**src/rtl/alu_issue_stage.sv**
```systemverilog
// alu_issue_stage: RV64I decode/issue stage feeding the ALU.
// Decodes the fetched instruction, reads the register file combinationally and
// holds the ALU operands/controls in a single valid/ready issue register.
// A small counter stalls instructions that depend on a load that just issued.
// Optional feature macro: ALU_ISSUE_BYPASS_EN (writeback-to-decode forwarding).
module alu_issue_stage #(
  parameter int XLEN             = 64,
  parameter int LOAD_USE_BUBBLES = 1
) (
  input  logic            clk,
  input  logic            rst_n,
  input  logic            in_valid,
  output logic            in_ready,
  input  logic [31:0]     in_instr,
  input  logic [XLEN-1:0] in_pc,
  output logic [4:0]      rs1_addr,
  output logic [4:0]      rs2_addr,
  input  logic [XLEN-1:0] rs1_data,
  input  logic [XLEN-1:0] rs2_data,
  input  logic            wb_en,
  input  logic [4:0]      wb_rd,
  input  logic [XLEN-1:0] wb_data,
  input  logic            flush,
  output logic            out_valid,
  input  logic            out_ready,
  output logic [XLEN-1:0] op0,
  output logic [XLEN-1:0] op1,
  output logic [2:0]      func3,
  output logic [6:0]      func7,
  output logic [6:0]      ctrl,
  output logic [4:0]      rd,
  output logic [XLEN-1:0] imm,
  output logic [XLEN-1:0] rs2_val,
  output logic            illegal
);

  localparam logic [6:0] OPC_OP     = 7'b0110011;
  localparam logic [6:0] OPC_OPIMM  = 7'b0010011;
  localparam logic [6:0] OPC_LOAD   = 7'b0000011;
  localparam logic [6:0] OPC_STORE  = 7'b0100011;
  localparam logic [6:0] OPC_BRANCH = 7'b1100011;
  localparam logic [6:0] OPC_JAL    = 7'b1101111;
  localparam logic [6:0] OPC_JALR   = 7'b1100111;
  localparam logic [6:0] OPC_LUI    = 7'b0110111;
  localparam logic [6:0] OPC_AUIPC  = 7'b0010111;

  localparam logic [1:0] BUBBLES = 2'(LOAD_USE_BUBBLES);

  // Instruction fields
  logic [6:0] opc;
  logic [2:0] f3;
  logic [4:0] rd_f;
  assign opc      = in_instr[6:0];
  assign f3       = in_instr[14:12];
  assign rd_f     = in_instr[11:7];
  assign rs1_addr = in_instr[19:15];
  assign rs2_addr = in_instr[24:20];

  // Sign-extended immediates for each format
  logic [XLEN-1:0] imm_i, imm_s, imm_b, imm_j, imm_u;
  assign imm_i = XLEN'($signed(in_instr[31:20]));
  assign imm_s = XLEN'($signed({in_instr[31:25], in_instr[11:7]}));
  assign imm_b = XLEN'($signed({in_instr[31], in_instr[7], in_instr[30:25], in_instr[11:8], 1'b0}));
  assign imm_j = XLEN'($signed({in_instr[31], in_instr[19:12], in_instr[20], in_instr[30:21], 1'b0}));
  assign imm_u = XLEN'($signed({in_instr[31:12], 12'b0}));

  // Source operand selection (optional writeback forwarding, then x0 forcing)
  logic            byp1, byp2;
  logic [XLEN-1:0] rs1_raw, rs2_raw, rs1_val, rs2_v;
`ifdef ALU_ISSUE_BYPASS_EN
  assign byp1    = wb_en && (wb_rd != 5'd0) && (wb_rd == rs1_addr);
  assign byp2    = wb_en && (wb_rd != 5'd0) && (wb_rd == rs2_addr);
  assign rs1_raw = byp1 ? wb_data : rs1_data;
  assign rs2_raw = byp2 ? wb_data : rs2_data;
`else
  // Regfile is write-before-read; writeback port is not observed.
  logic unused_wb;
  assign unused_wb = ^{wb_en, wb_rd, wb_data};
  assign byp1    = 1'b0;
  assign byp2    = 1'b0;
  assign rs1_raw = rs1_data;
  assign rs2_raw = rs2_data;
`endif
  assign rs1_val = (rs1_addr == 5'd0) ? '0 : rs1_raw;
  assign rs2_v   = (rs2_addr == 5'd0) ? '0 : rs2_raw;

  // Issue register and load-use state
  logic            valid_q;
  logic [XLEN-1:0] op0_q, op1_q, imm_q, rs2v_q;
  logic [2:0]      func3_q;
  logic [6:0]      func7_q, ctrl_q;
  logic [4:0]      rd_q, ld_rd_q;
  logic            illegal_q;
  logic [1:0]      cnt_q;

  // Load-use hazard: a source still waiting on the last issued load.
  // A forwarded source already carries the fresh value, so it cannot stall.
  logic rs1_used, rs2_used, hazard, accept, fire;
  assign rs1_used = !(opc == OPC_LUI || opc == OPC_AUIPC || opc == OPC_JAL);
  assign rs2_used = (opc == OPC_OP || opc == OPC_STORE || opc == OPC_BRANCH);
  assign hazard   = (cnt_q != 2'd0) && in_valid &&
                    ((rs1_used && !byp1 && rs1_addr == ld_rd_q) ||
                     (rs2_used && !byp2 && rs2_addr == ld_rd_q));

  assign in_ready = rst_n && !flush && !hazard && (!valid_q || out_ready);
  assign accept   = in_valid && in_ready;
  assign fire     = valid_q && out_ready;

  // Next-state decode of the incoming instruction
  logic [XLEN-1:0] op0_d, op1_d, imm_d;
  logic [6:0]      func7_d, ctrl_d;
  logic [4:0]      rd_d;
  logic            illegal_d;

  // Decode opcode into operands and control bits
  always_comb begin
    op0_d     = '0;
    op1_d     = '0;
    imm_d     = '0;
    func7_d   = 7'd0;
    ctrl_d    = 7'd0;
    rd_d      = rd_f;
    illegal_d = 1'b0;
    unique case (opc)
      OPC_OP: begin
        op0_d = rs1_val; op1_d = rs2_v;
        func7_d = in_instr[31:25]; ctrl_d = 7'b1100000;
      end
      OPC_OPIMM: begin
        op0_d = rs1_val; op1_d = imm_i; imm_d = imm_i; ctrl_d = 7'b1100000;
        // Only shifts carry a funct7 (shamt[5] lives in bit 25); ADDI must not look like SUB.
        if (f3 == 3'b001 || f3 == 3'b101) func7_d = {in_instr[31:26], 1'b0};
      end
      OPC_LOAD: begin
        op0_d = rs1_val; op1_d = imm_i; imm_d = imm_i; ctrl_d = 7'b0100100;
      end
      OPC_STORE: begin
        op0_d = rs1_val; op1_d = imm_s; imm_d = imm_s; ctrl_d = 7'b0001000; rd_d = 5'd0;
      end
      OPC_BRANCH: begin
        op0_d = rs1_val; op1_d = rs2_v; imm_d = imm_b; ctrl_d = 7'b0000001; rd_d = 5'd0;
      end
      OPC_JAL: begin
        op0_d = in_pc; op1_d = XLEN'(4); imm_d = imm_j; ctrl_d = 7'b0100010;
      end
      OPC_JALR: begin
        op0_d = in_pc; op1_d = XLEN'(4); imm_d = imm_i; ctrl_d = 7'b0100010;
      end
      OPC_LUI: begin
        op1_d = imm_u; imm_d = imm_u; ctrl_d = 7'b0110000;
      end
      OPC_AUIPC: begin
        op0_d = in_pc; op1_d = imm_u; imm_d = imm_u; ctrl_d = 7'b0110000;
      end
      default: illegal_d = 1'b1;
    endcase
  end

  // Issue register: flush kills, accept loads, fire alone drains
  always_ff @(posedge clk) begin
    if (!rst_n) begin
      valid_q   <= 1'b0;
      op0_q     <= '0;
      op1_q     <= '0;
      imm_q     <= '0;
      rs2v_q    <= '0;
      func3_q   <= 3'd0;
      func7_q   <= 7'd0;
      ctrl_q    <= 7'd0;
      rd_q      <= 5'd0;
      illegal_q <= 1'b0;
    end else if (flush) begin
      valid_q <= 1'b0;
    end else if (accept) begin
      valid_q   <= 1'b1;
      op0_q     <= op0_d;
      op1_q     <= op1_d;
      imm_q     <= imm_d;
      rs2v_q    <= rs2_v;
      func3_q   <= f3;
      func7_q   <= func7_d;
      ctrl_q    <= ctrl_d;
      rd_q      <= rd_d;
      illegal_q <= illegal_d;
    end else if (fire) begin
      valid_q <= 1'b0;
    end
  end

  // Load-use counter: arm when a load with a real destination leaves, else count down
  always_ff @(posedge clk) begin
    if (!rst_n) begin
      cnt_q   <= 2'd0;
      ld_rd_q <= 5'd0;
    end else if (flush) begin
      cnt_q <= 2'd0;
    end else if (fire && ctrl_q[2] && rd_q != 5'd0) begin
      cnt_q   <= BUBBLES;
      ld_rd_q <= rd_q;
    end else if (cnt_q != 2'd0) begin
      cnt_q <= cnt_q - 2'd1;
    end
  end

  assign out_valid = valid_q;
  assign op0       = op0_q;
  assign op1       = op1_q;
  assign func3     = func3_q;
  assign func7     = func7_q;
  assign ctrl      = ctrl_q;
  assign rd        = rd_q;
  assign imm       = imm_q;
  assign rs2_val   = rs2v_q;
  assign illegal   = illegal_q && valid_q;

endmodule

```
**config.mk**
```make
export PLATFORM = sky130hd
export DESIGN_NAME = alu_issue_stage
export DESIGN_NICKNAME = d
export VERILOG_FILES = /design/src/rtl/alu_issue_stage.sv
export SDC_FILE = /design/constraint.sdc
export NUM_CORES = 1
export LEC_CHECK = 0
export BUFFER_PORTS_ARGS = -buffer_cell sky130_fd_sc_hd__buf_2
export CAP_MARGIN = 10
export CORE_AREA = 4 4 227 229
export DETAILED_ROUTE_END_ITERATION = 6
export DIE_AREA = 0 0 231 233
export PLACE_DENSITY = 0.54
export SETUP_SLACK_MARGIN = 0.15
export SLEW_MARGIN = 10
export SYNTH_ARGS = -nofsm -noshare
export SYNTH_HDL_FRONTEND = slang
export SYNTH_SLANG_ARGS = --single-unit
```
**constraint.sdc**
```tcl
create_clock -name clk -period 2.6 [get_ports clk]
set_input_delay 0.52 -clock clk [delete_from_list [all_inputs] [get_ports clk]]
set_output_delay 0.52 -clock clk [all_outputs]
set_load 0.01 [all_outputs]
```
== Word level (Yosys, flattened, before mapping) ==
Cells that the tools add are included.

* Add/sub/neg operators: 1
* Eq/ne operators: 13
* Mux-type cells: 14
* Bitwise operators: 2
* Reductions and logical operators: 43

{| class="wikitable"
|+ Operators with widths
! cell !! number
|-
| one-hot mux 64 bit (5 select lines) || 2
|-
| 2-to-1 mux 64 bit || 2
|-
| one-hot mux 64 bit (2 select lines) || 1
|-
| one-hot mux 7 bit (6 select lines) || 1
|-
| equality test 7 x 6 -> 1 bit (second input constant) || 3
|-
| equality test 7 bit (second input constant) || 3
|-
| equality test 7 x 5 -> 1 bit (second input constant) || 2
|-
| one-hot mux 7 bit (2 select lines) || 1
|-
| OR reduction 2 bit || 7
|-
| logical AND 1 bit || 12
|-
| equality test 5 bit || 2
|-
| zero test 5 bit || 2
|-
| OR reduction 3 bit || 3
|-
| OR reduction 9 bit || 1
|-
| equality test 7 x 2 -> 1 bit (second input constant) || 1
|-
| logical OR 1 bit || 7
|-
| 2-to-1 mux 7 bit || 1
|-
| nonzero test 2 bit || 3
|-
| 2-to-1 mux 1 bit || 5
|-
| 2-to-1 mux 5 bit || 1
|-
| nonzero test 5 bit || 1
|-
| OR reduction 5 bit || 1
|-
| zero test 1 bit || 4
|-
| AND reduction 2 bit || 2
|-
| 4 further kinds || 5
|}

* Register bits after elaboration: 287
* Input bits: 299

== Longest topological paths before layout ==
Gate-level depths: netlist of the first run.

* Depth after elaboration: 12
* Mapped depth: 10
* Gate-level depth less buffers: 7

== Worst setup path after synthesis of the first run ==
Ideal clock, no wire load.

* Path kind: input to output
* Start: in in_instr[4]
* End: out in_ready
* Arrival: 2039 ps
* Required time: 2080 ps
* Slack: 41 ps
* Cell stages on the path: 8
* Path buffers: 3
* Cells stage by stage: buf_2 -> nand2b_4 -> or3_1 -> nand4b_2 -> buf_2 -> buf_2 -> o31ai_1 -> a21oi_1

* Word-level cells in the longest chain between the ends: 10
* Elaborated cells between the ends (all ways): 18

{| class="wikitable"
|+ Ends and longest elaborated chain
! element !! line !! text
|-
| from (decl) || 14 || <nowiki>input logic [31:0] in_instr,</nowiki>
|-
| equality test 7 x 6 -> 1 bit / equality test 7 x 5 -> 1 bit (equally long branches) || 99 || <nowiki>assign rs1_used = !(opc == OPC_LUI || opc == OPC_AUIPC || opc == OPC_JAL);</nowiki>
|-
| logical OR 1 bit (2 in series) || 99 ||
|-
| zero test 1 bit || 99 ||
|-
| logical AND 1 bit || 102 || <nowiki>((rs1_used && !byp1 && rs1_addr == ld_rd_q) ||</nowiki>
|-
| logical OR 1 bit * || 102 ||
|-
| logical AND 1 bit * || 101 || <nowiki>assign hazard = (cnt_q != 2'd0) && in_valid &&</nowiki>
|-
| zero test 1 bit * || 105 || <nowiki>assign in_ready = rst_n && !flush && !hazard && (!valid_q || out_ready);</nowiki>
|-
| logical AND 1 bit * (2 in series) || 105 ||
|-
| to (decl) || 13 || <nowiki>output logic in_ready,</nowiki>
|}

Every way passes the cells marked *; elsewhere a longest branch is shown, timed or not.

== Final worst setup path of the first run ==
* Start: reg ld_rd_q[0]
* End: out in_ready

* Word-level cells in the longest chain between the ends: 7
* Elaborated cells between the ends (all ways): 9

{| class="wikitable"
|+ Ends and longest elaborated chain
! element !! line !! text
|-
| from (decl) || 92 || <nowiki>logic [4:0] rd_q, ld_rd_q;</nowiki>
|-
| from (signal assigned) || 199 || <nowiki>ld_rd_q <= rd_q;</nowiki>
|-
| equality test 5 bit, on equally long branches || 102, 103 ||
|-
| logical AND 1 bit, on equally long branches || 102, 103 ||
|-
| logical OR 1 bit * || 102 ||
|-
| logical AND 1 bit * || 101 ||
|-
| zero test 1 bit * || 105 ||
|-
| logical AND 1 bit * (2 in series) || 105 ||
|}

Marks and branches as above.

==> results of run 1 <==
[flip-flops by register name, summed over array words and instances, names as in the netlist]
register,count
ld_rd_q,5
imm,32
op1,64
ctrl,7
illegal_q,1
out_valid,1
rd,5
func3,3
cnt_q,2
rs2_val,64
func7,7
op0,64
[cells by family after synthesis]
group / count (synthesis) / share of synthesized area
buf+inv: 191 / 0.0841
mux: 79 / 0.0687
flops: 255 / 0.444
compound gates: 444 / 0.257
fa+ha+maj: 1 / 0.00109
xor+xnor: 12 / 0.00914
simple gates: 318 / 0.137
[cell usage in the layout (no fill, tap or decap), types with 2 or more instances in the layout]
cell type and count:
sky130_fd_sc_hd__buf_2 518, sky130_fd_sc_hd__dfxtp_1 252, sky130_fd_sc_hd__nand2_1 171, sky130_fd_sc_hd__a21oi_1 117
sky130_fd_sc_hd__o21ai_0 86, sky130_fd_sc_hd__a211oi_1 82, sky130_fd_sc_hd__nand4_1 81, sky130_fd_sc_hd__mux2i_1 79
sky130_fd_sc_hd__a22oi_1 68, sky130_fd_sc_hd__buf_4 40, sky130_fd_sc_hd__a31oi_1 34, sky130_fd_sc_hd__clkbuf_16 30
sky130_fd_sc_hd__a211oi_2 26, sky130_fd_sc_hd__and3_1 22, sky130_fd_sc_hd__buf_12 16, sky130_fd_sc_hd__nor2_1 11
sky130_fd_sc_hd__a32oi_1 11, sky130_fd_sc_hd__clkbuf_8 10, sky130_fd_sc_hd__clkinv_2 9, sky130_fd_sc_hd__diode_2 7
sky130_fd_sc_hd__xnor2_1 6, sky130_fd_sc_hd__xor2_1 6, sky130_fd_sc_hd__nand3_1 6, sky130_fd_sc_hd__inv_1 5
sky130_fd_sc_hd__a22o_1 4, sky130_fd_sc_hd__nand3b_1 3, sky130_fd_sc_hd__nor2b_1 3, sky130_fd_sc_hd__o21a_1 3
sky130_fd_sc_hd__dfxtp_2 3, sky130_fd_sc_hd__nand2b_1 2, sky130_fd_sc_hd__and2_1 2, sky130_fd_sc_hd__a311oi_1 2
sky130_fd_sc_hd__or4_1 2, sky130_fd_sc_hd__a41o_1 2
[through the flow]
stage | cells | worst slack [ns]
final | 2423 | 0.118
after global placement | 2359 | 0.0788
after global routing | 2422 | 0.0154
after CTS | 2416 | 0.0819
after detailed placement | 2359 | 0.0932
after floorplan | 1300 | 0.168
[per-layer routing]
layer  routed length [µm]  up-vias
li1                     -     5623
met1                20500     5637
met2                23700      472
met3                 4100       79
met4                 1600        0
met5                    0        -
[cell type report]
cell class              count  area share
diodes                      7     0.00111
clock buffers              41      0.0568
clock inverters            12     0.00629
inverters                   7     0.00183
multi-input cells         854       0.350
flip-flops and latches    255       0.325
well taps                 672      0.0535
repair buffers            575       0.205
[power breakdown]
part	internal (mW)	switching [mW]
logic	0.428	0.648
clock network	2.48	1.75
registers	4.05	0.0764
total	6.95	2.47
[worst min-delay path, delay by kind of cell]
kind,cells,cell delay [ns]
AND/OR/NAND/NOR,1,0.06
AO/OA/AOI/OAI,1,0.07
buffers and inverters,1,0.09
[cells in the mapped netlist (all sizes together), types with 2 or more instances]
master  number  area [µm²]
clkbuf      99         372
nand4       81         507
buf         85         569
nor3         2        15.0
nor4         2        12.5
nand2      173         649
a21oi      118         594
nand3b       3        22.5
o21ai       87         435
nor2b        3        18.8
a31oi       34         213
and3        22         138
o21a         3        22.5
nand3        6        30.0
a32oi       11        96.3
xnor2        6        52.6
a311oi       2        17.5
a41o         2        20.0
nand2b       3        26.3
a211oi     108         941
mux2i       79         791
nor2        12        47.6
a22oi       68         510
dfxtp      255        5100
and2         3        21.3
inv          7        26.3
xor2         6        52.6
or4          2        15.0
a22o         4        35.0
[repair_timing]
| item | 4_1_cts | 5_1_grt |
|---|---|---|
| setup endpoints to repair | 1 | 1 |
| pin swaps | 4 | 0 |
| gates resized for setup | 6 | 1 |
| setup buffers | 4 | 0 |
[worst paths after layout]
kind / cells past startpoint / from / end / slack, ns
min: 3 / rs2_data[42] / rs2_val[42] / 0.19
min reg2reg: 2 / op1[24] / op1[24] / 0.45
max: 7 / ld_rd_q[0] / in_ready / 0.12
max reg2reg: 7 / ld_rd_q[0] / op0[63] / 0.33
==> results.toml, run 1 <==
[clocking]
cts-hold-fix-buffers = 0
clock_latency_ns = 0.58
cts_max_level = 1
clk_transition_reported_paths_ns = 0.06
clock_tree.root_cell = "sky130_fd_sc_hd__clkbuf_16"
clockBufferDepth = 3
cts.sinks = 255
tritoncts = "yes"
cts_buffers = 30

[grt]
groute.usage.overall = 0.173
grt.overflow.total = 0
antenna_found_initial = 7
number_of_global_route_vias_before_repair = 11600
grt_use_met1 = 0.214
grt.busiest_layer = "met2"
globalRouteMet2Util = 0.291
grt_first_pass_wirelength_mm = 72.3
grt_start_max_net_pins = 168
global_route.usage.met3 = 0.0444

[sta]
post-route-period-util = 0.955
setup_repair_after_global_routing_missed_its_margin = "true"
hold_slack_ns = 0.188
finalHoldViolations = 0
timing.final.setup_violations = 0
timing.setup.tns_ns = 0
worstMarginPinSlew_ns = 0.907
final_max_slew_viol_count = 0
max_clock_freq_mhz = 403
skew_ns = 0.0200
min_period_ns = 2.48
timing.slew.headroom = 0.395

[detailed_routing]
routed_via_density = 4.87
dr_total_vias = 11800
post_drt_wl_per_cell_um = 20.6
routed_wirelength_mm = 49.9
drt_first_pass_iters = 4
detailedRoute.firstIterationViolations = 712
post-route-drc-count = 0
antenna_violating_nets_post_route = 0

[die]
start_util = 0.232
chipHeight_um = 233
pin_count = 590
fp.coreArea_um2 = 49700
dieArea_um2 = 53800
placement_rows = 82
fp.dieW_um = 231

[status]
status = "finished clean"

[cells_and_area]
multiInputGateArea_um2 = 5500
sequential_cell_area_um2 = 5110
post-route-util = 0.316
area_growth_pct = 36.6
fillerInstances = 5380
nNetsFinal = 2023
stdcell_area_um2 = 15700
layout-drive-gt1-share = 0.386

[yosys]
synth_nets = 1600
synth-edff-count = 0
synth_warnings = 0
netlist_area_um2 = 11500
avgSynthCellArea_um2 = 8.85
synth-seq-area-share = 0.444
yosysUniqueCellTypes = 54
synth_seq_cells = 255
post_synth_inst_count = 1300
dominant_synthesized_flop_cell = "sky130_fd_sc_hd__dfxtp_1"
synth-async-reset-ratio = 0

[placed_design]
post-dp-hpwl_mm = 36.4
port_buffers = 519
gp_routability_congestion = 0.878
post_dp_cell_area_um2 = 14600

[pwr]
power_consumption_mw = 9.42
p_leak_nw = 6.80
power_per_cell_area_nw_per_um2 = 600
vdd_ir_drop_max_mv = 0.398

[setup_path]
crit_path_end_kind = "output port"
crit_required_ns = 2.08
worstPathMaxFanout = 2
path_buf_inv = 2
cp_top_delay_family = "simple AND/OR/NAND/NOR gates"
crit_arrival_ns = 1.96
slowest_delay_ns = 0.33
chain_of_cells_forming_the_critical_path = "xor2_1 > nor4_2 > buf_4 > nand4b_4 > o31ai_4 > a21oi_1 > buf_2"
crit_path_top_delay_cell = "sky130_fd_sc_hd__dfxtp_2"
setup.worst_path.class = "register to output port"
crit_path_start_kind = "register"

[worst_hold_path]
worst_hold_path_type = "input port to register"

[run]
max_cap_viol_count = 0
Note: power is estimated with default switching activity, not from simulation.
==> inputs of run 2 (changes only) <==
BUFFER_PORTS_ARGS = default   (was -buffer_cell sky130_fd_sc_hd__buf_2)
DONT_BUFFER_PORTS = 1   (was default)
PLACE_DENSITY = 0.43   (was 0.54)
==> run 2 against run 1 <==
Effect of this change:
- via count is 17% lower
- non-clock buffer count is 541 lower
- sequential cell count stayed put
- critical path depth is 1 lower
- final area is 18% lower
- first-iteration DRC count is 9.6% lower
- worst setup slack better by 0.092 ns
- global-route usage is 0.49 points lower
- die area stayed put
- maximum frequency is 3.8% higher
- utilization is 5.7 points lower
- clock skew is 0.0090 ns lower
- critical endpoint unchanged
- largest cell class unchanged
==> results.toml, run 2 (same netlist as run 1, synthesis figures left out) <==
[status]
status = "finished clean"

[clocking]
cts-hold-fix-buffers = 0
clock_latency_ns = 0.58
cts_buffers = 30
clock_tree.root_cell = "sky130_fd_sc_hd__clkbuf_16"
clk_transition_reported_paths_ns = 0.07
tritoncts = "yes"
clockBufferDepth = 3
cts.sinks = 255
cts_max_level = 1

[sta]
final_critical_path_setup_slack_ns = 0.210
timing.slew.headroom = 0.472
worstMarginPinSlew_ns = 0.790
post-route-period-util = 0.919
min_period_ns = 2.39
final_max_slew_viol_count = 0
timing.setup.tns_ns = 0
max_clock_freq_mhz = 418
finalHoldViolations = 0
setup_repair_after_global_routing_missed_its_margin = "true"
timing.final.setup_violations = 0
skew_ns = 0.0110

[setup_path]
setup.worst_path.class = "register to output port"
worstPathMaxFanout = 2
crit_required_ns = 2.08
crit_path_start_kind = "register"
crit_arrival_ns = 1.87
crit_path_end_kind = "output port"

[die]
fp.dieW_um = 231
fp.coreArea_um2 = 49700
chipHeight_um = 233
start_util = 0.232
placement_rows = 82
dieArea_um2 = 53800
pin_count = 590

[worst_hold_path]
worst_hold_path_type = "input port to register"

[pwr]
sequential_power_share = 0.490
clock_power_share = 0.453
internal-power_mw = 6.44
net-switching-power_mw = 2.21
p_leak_nw = 4.21
vdd_ir_drop_max_mv = 0.448
comb_power_share = 0.057
power_per_cell_area_nw_per_um2 = 673
power.switching_fraction = 0.256

[cells_and_area]
fillerInstances = 5331
layout-drive-gt1-share = 0.105
nNetsFinal = 1482
layout.cells.most_common = "sky130_fd_sc_hd__dfxtp_1"
sequential_cell_area_um2 = 5110
final_cell_mix = "250 x sky130_fd_sc_hd__dfxtp_1, 170 x sky130_fd_sc_hd__nand2_1, 115 x sky130_fd_sc_hd__a21oi_1"
area_growth_pct = 11.7
multiInputGateArea_um2 = 5550

[placed_design]
gp_routability_congestion = 0.826
port_buffers = 0
post-dp-hpwl_mm = 33.3
place_worst_setup_slack_ns = 0.141

[grt]
groute.usage.overall = 0.168
grt_start_max_net_pins = 169
antenna_found_initial = 4
number_of_global_route_vias_before_repair = 9689
grt.overflow.total = 0
grt_first_pass_wirelength_mm = 68.8

[detailed_routing]
drt_first_pass_iters = 5
antenna_violating_nets_post_route = 0
dr_total_vias = 9861
post-route-drc-count = 0
detailedRoute.firstIterationViolations = 644
post_drt_wl_per_cell_um = 25.7
routed_wirelength_mm = 48.2
routed_via_density = 5.26

[run]
max_cap_viol_count = 0
-- run 2: stage by stage --
stage	hold WS, ns	cells	util	total power [mW]	instance area [µm²]
2_1_floorplan	0.433	1300	-	4.70	11500
3_3_place_gp	0.474	1819	0.239	4.82	11900
3_5_place_dp	0.483	1819	0.239	4.83	11900
4_1_cts	0.0343	1869	0.258	8.80	12800
5_1_grt	0.0582	1873	0.259	8.99	12900
6_report	0.0686	1873	0.259	8.66	12900
-- run 2: final timing paths --
kind	startpoint	endpoint	slack, ns	depth (start not counted)
hold reg to reg	illegal_q	illegal_q	0.50	2
setup reg to reg	ld_rd_q[0]	rs2_val[24]	0.43	8
setup / recovery	ld_rd_q[0]	in_ready	0.21	6
hold / removal	in_instr[7]	rd[0]	0.07	2
-- run 2: final cells by class --
class / instances / area share
diodes: 4 / 0.000779
clock buffers: 41 / 0.0616
clock inverters: 6 / 0.00545
inverters: 7 / 0.00224
multi-input cells: 854 / 0.432
flip-flops and latches: 255 / 0.398
well taps: 672 / 0.0654
repair buffers: 34 / 0.0347
-- run 2: power by group through the flow --
stage | clock network [mW] | logic [mW] | registers (mW)
after floorplan | 0 | 0.438 | 4.27
after global routing | 4.18 | 0.549 | 4.26
after CTS | 4.06 | 0.495 | 4.25
after global placement | 0 | 0.483 | 4.33
final | 3.92 | 0.491 | 4.24
after detailed placement | 0 | 0.493 | 4.33
-- run 2: critical path, stage by stage, from the launching register on --
cell,delay (ns)
sky130_fd_sc_hd__dfxtp_2,0.34
sky130_fd_sc_hd__xor2_2,0.15
sky130_fd_sc_hd__nor4_4,0.32
sky130_fd_sc_hd__nand4b_4,0.15
sky130_fd_sc_hd__o31ai_4,0.09
sky130_fd_sc_hd__a21oi_2,0.08
sky130_fd_sc_hd__buf_4,0.15
-- run 2: layer usage --
metal  up-vias  wire [µm]  track usage
met1      4807      18500        0.197
li1       4522          -            -
met3        71       4990       0.0623
met2       461      23400        0.286
met4         0       1300       0.0468
met5         -          0            0
-- run 2: what timing repair did --
action	CTS	global route
pin swaps	4	7
setup endpoints to repair	1	4
buffers inserted	3	0
resized for setup	7	11
==> inputs of run 3 (changes only) <==
RECOVER_POWER = 50   (was default)
==> run 3 against run 2 <==
Effect of this change:
- via count hardly changed
- total power hardly changed
- sequential cell count stayed put
==> results.toml, run 3 (same netlist as run 1, synthesis figures left out) <==
[clocking]
clockBufferDepth = 3
cts-hold-fix-buffers = 0
cts_buffers = 30
clock_tree.root_cell = "sky130_fd_sc_hd__clkbuf_16"
cts.sinks = 255
tritoncts = "yes"
clock_latency_ns = 0.58
cts_max_level = 1
clk_transition_reported_paths_ns = 0.07

[sta]
post-route-period-util = 0.919
skew_ns = 0.0110
timing.slew.headroom = 0.472
max_clock_freq_mhz = 418
timing.final.setup_violations = 0
final_max_slew_viol_count = 0
setup_repair_after_global_routing_missed_its_margin = "true"
hold_slack_ns = 0.0686
worstMarginPinSlew_ns = 0.790
final_critical_path_setup_slack_ns = 0.209
finalHoldViolations = 0
min_period_ns = 2.39
timing.setup.tns_ns = 0

[pwr]
internal-power_mw = 6.45
p_leak_nw = 4.21
comb_power_share = 0.057
power.switching_fraction = 0.255
net-switching-power_mw = 2.21
power_per_cell_area_nw_per_um2 = 673
vdd_ir_drop_max_mv = 0.448
clock_power_share = 0.453
power_consumption_mw = 8.66
sequential_power_share = 0.490

[detailed_routing]
drt_first_pass_iters = 5
detailedRoute.firstIterationViolations = 644
antenna_violating_nets_post_route = 0
post_drt_wl_per_cell_um = 25.7
routed_wirelength_mm = 48.2
routed_via_density = 5.26
post-route-drc-count = 0
dr_total_vias = 9855

[setup_path]
crit_path_start_kind = "register"
crit_required_ns = 2.08
crit_path_end_kind = "output port"
worstPathMaxFanout = 2
slowest_delay_ns = 0.34
chain_of_cells_forming_the_critical_path = "xor2_2 > nor4_4 > nand4b_4 > o31ai_4 > a21oi_2 > buf_4"
crit_arrival_ns = 1.87
crit_path_top_delay_cell = "sky130_fd_sc_hd__dfxtp_2"
reg2reg_setup_slack_ns = 0.43
setup.worst_path.class = "register to output port"

[cells_and_area]
nNetsFinal = 1482
layout-drive-gt1-share = 0.105
layout.cells.most_common = "sky130_fd_sc_hd__dfxtp_1"
final_cell_mix = "250 x sky130_fd_sc_hd__dfxtp_1, 170 x sky130_fd_sc_hd__nand2_1, 115 x sky130_fd_sc_hd__a21oi_1"
area_growth_pct = 11.7
fillerInstances = 5332
final-instance-count-excl-fill = 1873

[worst_hold_path]
worst_hold_path_type = "input port to register"

[die]
pin_count = 590
fp.dieW_um = 231
dieArea_um2 = 53800
placement_rows = 82
fp.coreArea_um2 = 49700
chipHeight_um = 233
start_util = 0.232

[grt]
grt_start_max_net_pins = 169
grt_first_pass_wirelength_mm = 68.8
number_of_global_route_vias_before_repair = 9689
antenna_found_initial = 4
groute.usage.overall = 0.168
grt.overflow.total = 0

[placed_design]
placed_cells_incl_taps = 1819
post-dp-hpwl_mm = 33.3
gp_routability_congestion = 0.826
place_worst_setup_slack_ns = 0.141
port_buffers = 0

[status]
status = "finished clean"

[run]
max_cap_viol_count = 0
-- run 3: what timing repair did --
action                     in CTS  in global routing
resized for setup               7                 11
setup buffers                   3                  0
setup endpoints to repair       1                  4
pin swaps                       4                  7
-- run 3: power groups by stage --
stage | logic [mW] | registers [mW] | clock network [mW]
after global placement | 0.483 | 4.33 | 0
after CTS | 0.495 | 4.25 | 4.06
final | 0.491 | 4.24 | 3.92
after detailed placement | 0.493 | 4.33 | 0
after floorplan | 0.438 | 4.27 | 0
after global routing | 0.549 | 4.26 | 4.18
-- run 3: path summary, 6_finish.rpt --
path | startpoint | to | cells after the start
min | in_instr[7] | rd[0] | 2
max reg2reg | ld_rd_q[0] | rs2_val[24] | 8
max | ld_rd_q[0] | in_ready | 6
min reg2reg | illegal_q | illegal_q | 2
-- run 3: worst max-delay path, delay by kind of cell (launching register included) --
kind                   cells  cell delay [ns]
AO/OA/AOI/OAI              2             0.17
buffers and inverters      1             0.15
AND/OR/NAND/NOR            2             0.47
flip-flops                 1             0.34
XOR/XNOR                   1             0.15
-- run 3: layout make-up --
cell class              instances  area, µm²  share of cell area
diodes                          4       10.0            0.000779
flip-flops and latches        255       5110               0.398
inverters                       7       28.8             0.00224
repair buffers                 34        447              0.0348
multi-input cells             854       5550               0.432
clock inverters                 6       70.1             0.00545
clock buffers                  41        792              0.0616
well taps                     672        841              0.0654
-- run 3: per-stage QoR --
| stage | cell area, µm² | utilization |
|---|---|---|
| after floorplan | 11500 | - |
| after global placement | 11900 | 0.239 |
| after detailed placement | 11900 | 0.239 |
| after CTS | 12800 | 0.258 |
| after global routing | 12900 | 0.259 |
| final | 12900 | 0.259 |
-- run 3: routing by layer --
metal | vias to the layer above | part of all wire | GRT usage
met5 | - | 0 | 0
met3 | 71 | 0.10 | 0.0623
met4 | 0 | 0.027 | 0.0468
met2 | 463 | 0.48 | 0.286
li1 | 4523 | - | -
met1 | 4798 | 0.38 | 0.197
